## src/rtl/apb_master_bridge.sv

```systemverilog
// APB requester: takes one command per valid/ready handshake, runs it as SETUP then ACCESS
// on APB, and returns read data / error / timeout status on a valid/ready response port.
module apb_master_bridge #(
    parameter int ADDR_W         = 5,
    parameter int DATA_W         = 32,
    parameter int TIMEOUT_CYCLES = 16
) (
    input  logic                clk,
    input  logic                resetn,
    input  logic                cmd_valid,
    output logic                cmd_ready,
    input  logic                cmd_write,
    input  logic [ADDR_W-1:0]   cmd_addr,
    input  logic [DATA_W-1:0]   cmd_wdata,
    input  logic [DATA_W/8-1:0] cmd_strb,
    input  logic [2:0]          cmd_prot,
    output logic                rsp_valid,
    input  logic                rsp_ready,
    output logic [DATA_W-1:0]   rsp_rdata,
    output logic                rsp_err,
    output logic                rsp_timeout,
    output logic                psel,
    output logic                penable,
    output logic                pwrite,
    output logic [ADDR_W-1:0]   paddr,
    output logic [DATA_W-1:0]   pwdata,
    output logic [DATA_W/8-1:0] pstrobe,
    output logic [2:0]          pprot,
    input  logic [DATA_W-1:0]   prdata,
    input  logic                pready,
    input  logic                pslverr
);

    localparam int STRB_W = DATA_W / 8;
    localparam int CNT_W  = (TIMEOUT_CYCLES < 2) ? 1 : $clog2(TIMEOUT_CYCLES + 1);

    typedef enum logic [1:0] {IDLE, SETUP, ACCESS, RESP} state_t;

    state_t              state_q, state_d;
    logic [CNT_W-1:0]    cnt_q, cnt_d;

    logic                psel_d, penable_d, pwrite_d;
    logic [ADDR_W-1:0]   paddr_d;
    logic [DATA_W-1:0]   pwdata_d;
    logic [STRB_W-1:0]   pstrobe_d;
    logic [2:0]          pprot_d;
    logic                rsp_valid_d, rsp_err_d, rsp_timeout_d;
    logic [DATA_W-1:0]   rsp_rdata_d;
    logic                timeout_hit;

    assign cmd_ready = (state_q == IDLE);

    // cnt_q holds the number of already-elapsed waiting ACCESS cycles
    assign timeout_hit = (TIMEOUT_CYCLES != 0) && ((int'(cnt_q) + 1) == TIMEOUT_CYCLES);

    always_comb begin
        state_d       = state_q;
        cnt_d         = cnt_q;
        psel_d        = psel;
        penable_d     = penable;
        pwrite_d      = pwrite;
        paddr_d       = paddr;
        pwdata_d      = pwdata;
        pstrobe_d     = pstrobe;
        pprot_d       = pprot;
        rsp_valid_d   = rsp_valid;
        rsp_rdata_d   = rsp_rdata;
        rsp_err_d     = rsp_err;
        rsp_timeout_d = rsp_timeout;

        case (state_q)
            IDLE: begin
                if (cmd_valid) begin
                    state_d   = SETUP;
                    psel_d    = 1'b1;
                    penable_d = 1'b0;
                    pwrite_d  = cmd_write;
                    paddr_d   = cmd_addr;
                    pwdata_d  = cmd_wdata;
                    pstrobe_d = cmd_write ? cmd_strb : '0;
                    pprot_d   = cmd_prot;
                end
            end
            SETUP: begin
                state_d   = ACCESS;
                penable_d = 1'b1;
                cnt_d     = '0;
            end
            ACCESS: begin
                if (pready) begin
                    state_d       = RESP;
                    psel_d        = 1'b0;
                    penable_d     = 1'b0;
                    rsp_valid_d   = 1'b1;
                    rsp_rdata_d   = pwrite ? '0 : prdata;
                    rsp_err_d     = pslverr;
                    rsp_timeout_d = 1'b0;
                end else if (timeout_hit) begin
                    state_d       = RESP;
                    psel_d        = 1'b0;
                    penable_d     = 1'b0;
                    rsp_valid_d   = 1'b1;
                    rsp_rdata_d   = '0;
                    rsp_err_d     = 1'b1;
                    rsp_timeout_d = 1'b1;
                end else begin
                    cnt_d = cnt_q + 1'b1;
                end
            end
            RESP: begin
                if (rsp_ready) begin
                    state_d     = IDLE;
                    rsp_valid_d = 1'b0;
                end
            end
            default: state_d = IDLE;
        endcase
    end

    always_ff @(posedge clk) begin
        if (!resetn) begin
            state_q     <= IDLE;
            cnt_q       <= '0;
            psel        <= 1'b0;
            penable     <= 1'b0;
            pwrite      <= 1'b0;
            paddr       <= '0;
            pwdata      <= '0;
            pstrobe     <= '0;
            pprot       <= '0;
            rsp_valid   <= 1'b0;
            rsp_rdata   <= '0;
            rsp_err     <= 1'b0;
            rsp_timeout <= 1'b0;
        end else begin
            state_q     <= state_d;
            cnt_q       <= cnt_d;
            psel        <= psel_d;
            penable     <= penable_d;
            pwrite      <= pwrite_d;
            paddr       <= paddr_d;
            pwdata      <= pwdata_d;
            pstrobe     <= pstrobe_d;
            pprot       <= pprot_d;
            rsp_valid   <= rsp_valid_d;
            rsp_rdata   <= rsp_rdata_d;
            rsp_err     <= rsp_err_d;
            rsp_timeout <= rsp_timeout_d;
        end
    end

endmodule

```

## config.mk

```make
export PLATFORM = sky130hd
export DESIGN_NAME = apb_master_bridge
export DESIGN_NICKNAME = d
export VERILOG_FILES = /design/src/rtl/apb_master_bridge.sv
export SDC_FILE = /design/constraint.sdc
export NUM_CORES = 1
export LEC_CHECK = 0
export ABC_CLOCK_PERIOD_IN_PS = 1900
export BUFFER_PORTS_ARGS = -buffer_cell sky130_fd_sc_hd__buf_2
export CAP_MARGIN = 10
export CORE_MARGIN = 10
export CORE_UTILIZATION = 45
export CTS_CLUSTER_DIAMETER = 200
export DETAILED_ROUTE_END_ITERATION = 8
export PLACE_DENSITY = 0.8
export RECOVER_POWER = 50
export SYNTH_ARGS = -nofsm -noshare
export SYNTH_HDL_FRONTEND = slang
export SYNTH_SLANG_ARGS = --single-unit
```

## constraint.sdc

```tcl
create_clock -name clk -period 1.9 [get_ports clk]
set_input_delay 0.285 -clock clk [delete_from_list [all_inputs] [get_ports clk]]
set_output_delay 0.285 -clock clk [all_outputs]
set_load 0.05 [all_outputs]
```

==> summary.txt <==
status = finished clean
Hold Vio Cnt, Final = 0
largest net degree at the start of global routing = 50
chip width = 104 µm
GR Util All Layers = 16.6%
Die Y-Extent = 104 µm
Leak = 2.05 nW
total CTS buffers = 9
Overflow after GRT = 0
max cap viols = 0
Multi-input gate area = 1300 µm²
DP Area = 4110 µm²
first-pass GRT wire length = 15.0 mm
Worst setup EP type = register
Antenna Cells = 0
Post-DP HPWL = 7.35 mm
CP Launch Type = register
H-tree levels = 3
post-synthesis instance total = 343
Post-Synth Simple-Gate Area = 16.2%
Clock Pin Slew Worst Setup and Hold Paths = 100 ps
NumNets Final = 593
syn_nets = 431
Total Routed Length = 9.47 mm
worst path arrival time = 1990 ps
worst slew pin tran = 628 ps
xor/xnor cell area share of the yosys netlist = 0%
Setup-failing EPs final = 0
Yosys cell types = 35
RSZ-0062 raised after global routing = no
layout cells sized above 1 = 38.8%
Rel. slew slack = 58.3%
WL per Instance = 15.6 µm
mux contribution to synthesized area = 0.626%
Clock Latency Late Sink = 350 ps
number of global-route vias before repair = 2,936
Synth Cell Area = 3200 µm²
Register Area = 1780 µm²
fill count = 623
antenna violations before repair = 0
Fmax achieved = 564 MHz
synthesis-stage register bit count = 89
Max VDD drop = 0.000766 V
final setup TNS = 0 ps
Final ANT Viol Nets = 0
worst-path fanout max = 9
Initial Util = 46.8%
initial drt markers = 109
Via density = 4.94
most frequent cells in the layout = buf_2, nand2_1, dfxtp_1
FP Rows = 30
design area = 4320 µm²
via count = 2,991
Crit Path Category = register to register
main combinational cell family by area after synthesis = compound AO/OA/AOI/OAI gates
Port-buffer cells = 165
Hold/Removal Path Class = primary input to register
syn avg cell area = 9.32 µm²
die area = 10,900 µm²
TritonCTS clock tree = built
Area Overhead vs Synth = 35.0%
core area = 6830 µm²
Syn. warnings = 0
drt pass-1 iters = 4
Final period util = 93.4%
placer congestion estimate = 0.786
# hold bufs at CTS = 0
complex-gate fraction of the synthesized area = 21.6%
CTS root buffer = clkbuf_8
Remaining DRCs = 0
clk buf depth = 2
post-synthesis adder-cell area fraction = 1.96%
IO Count = 166
Pwr Density = 1350 nW/µm²
fin crit period = 1770 ps
worst path required time = 2110 ps
Seq/Total Area, Yosys = 55.7%
clk sinks = 89
Pins Over Slew Limit = 0
clock skew = 13.0 ps
most common cell after layout, fill and taps aside = buf_2
==> synth_stat cells <==
cell / instances / area, µm²
nand2_1: 99 / 372
dfxtp_1: 89 / 1780
a21oi_1: 47 / 235
a22o_1: 30 / 263
clkbuf_1: 15 / 56.3
nand3_1: 10 / 50.1
nor2_1: 6 / 22.5
ha_1: 5 / 62.6
inv_1: 4 / 15.0
buf_2: 3 / 15.0
buf_6: 3 / 33.8
nor3_1: 3 / 15.0
o21ai_0: 3 / 15.0
a22o_2: 2 / 20.0
mux2i_1: 2 / 20.0
nor2b_1: 2 / 12.5
o41ai_1: 2 / 17.5
a211oi_1: 1 / 7.51
a311oi_4: 1 / 26.3
a31oi_1: 1 / 6.26
a31oi_4: 1 / 21.3
a41oi_1: 1 / 8.76
and2_1: 1 / 6.26
and2_4: 1 / 8.76
clkbuf_2: 1 / 5.00
nand2b_1: 1 / 6.26
nand2b_2: 1 / 8.76
nor3_2: 1 / 10.0
o21a_1: 1 / 7.51
o21a_4: 1 / 15.0
o221a_2: 1 / 11.3
o22ai_1: 1 / 6.26
o22ai_4: 1 / 20.0
o311ai_0: 1 / 8.76
or3_1: 1 / 6.26
==> worst max-delay path, stage by stage, from the launching register on <==
cell and delay (ps):
dfxtp_1 390, inv_1 80, ha_1 210, buf_4 150, inv_1 190, a311oi_4 100
o311ai_0 380, o41ai_1 130
==> sequential cells by signal, summed over array words and instances (netlist names) <==
name         flops
cnt_q            5
paddr            5
penable          1
pprot            3
psel             1
pstrobe          4
pwdata          32
pwrite           1
rsp_err          1
rsp_rdata       32
rsp_timeout      1
rsp_valid        1
state_q          2
==> logic make-up after synthesis <==
group | Yosys count
AND/OR/NAND/NOR | 126
AO/OA/AOI/OAI | 95
flip-flops | 89
buffers and inverters | 26
adder cells (fa/ha/maj) | 5
multiplexers | 2
==> through the flow <==
stage	utilization, %	power (mW)	std cells	worst slack [ps]	hold WS, ps
floorplan	-	4.00	343	4.03	410
global placement	60.2	4.55	590	129	437
CTS	63.1	5.90	606	26.2	115
finish	63.2	5.85	606	126	139
detailed placement	60.2	4.60	590	56.0	440
global route	63.2	6.15	606	0.131	110
==> layout make-up <==
type,instances,share of cell area (%)
well taps,96,2.78
flip-flops and latches,89,41.3
multi-input cells,228,30.2
inverters,4,0.348
clock inverters,7,1.80
clock buffers,9,2.87
repair buffers,173,20.8
==> power by group <==
group	switching, mW	internal, mW	total, mW	leakage [nW]
Combinational	1.67	0.584	2.26	1.23
Clock	0.685	0.617	1.30	0.0885
Sequential	0.143	2.14	2.28	0.725
==> worst paths after layout <==
check | start | endpoint | slack, ps | cells past startpoint
min | prdata[11] | rsp_rdata[11]$_SDFFE_PN0P_ | 140 | 2
max | state_q[0]$_SDFFE_PN0P_ | penable$_SDFFE_PN0P_ | 130 | 7
min reg2reg | pstrobe[0]$_SDFFE_PN0P_ | pstrobe[0]$_SDFFE_PN0P_ | 450 | 2
max reg2reg | state_q[0]$_SDFFE_PN0P_ | penable$_SDFFE_PN0P_ | 130 | 7
==> layer usage <==
layer	wire (µm)	vias to the layer above	track usage (%)	share of wire, %
met3	414	6	3.78	4.4
li1	-	1504	-	-
met1	3600	1397	17.4	38
met4	87	0	6.16	0.92
met5	0	-	0	0
met2	5370	84	31.3	57
==> timing repair <==
action | CTS | global route
buffers inserted | 0 | 0
endpoints found under the setup margin | 0 | 20
gates resized for setup | 0 | 1
No activity file was read; power rests on OpenSTA's default activity.
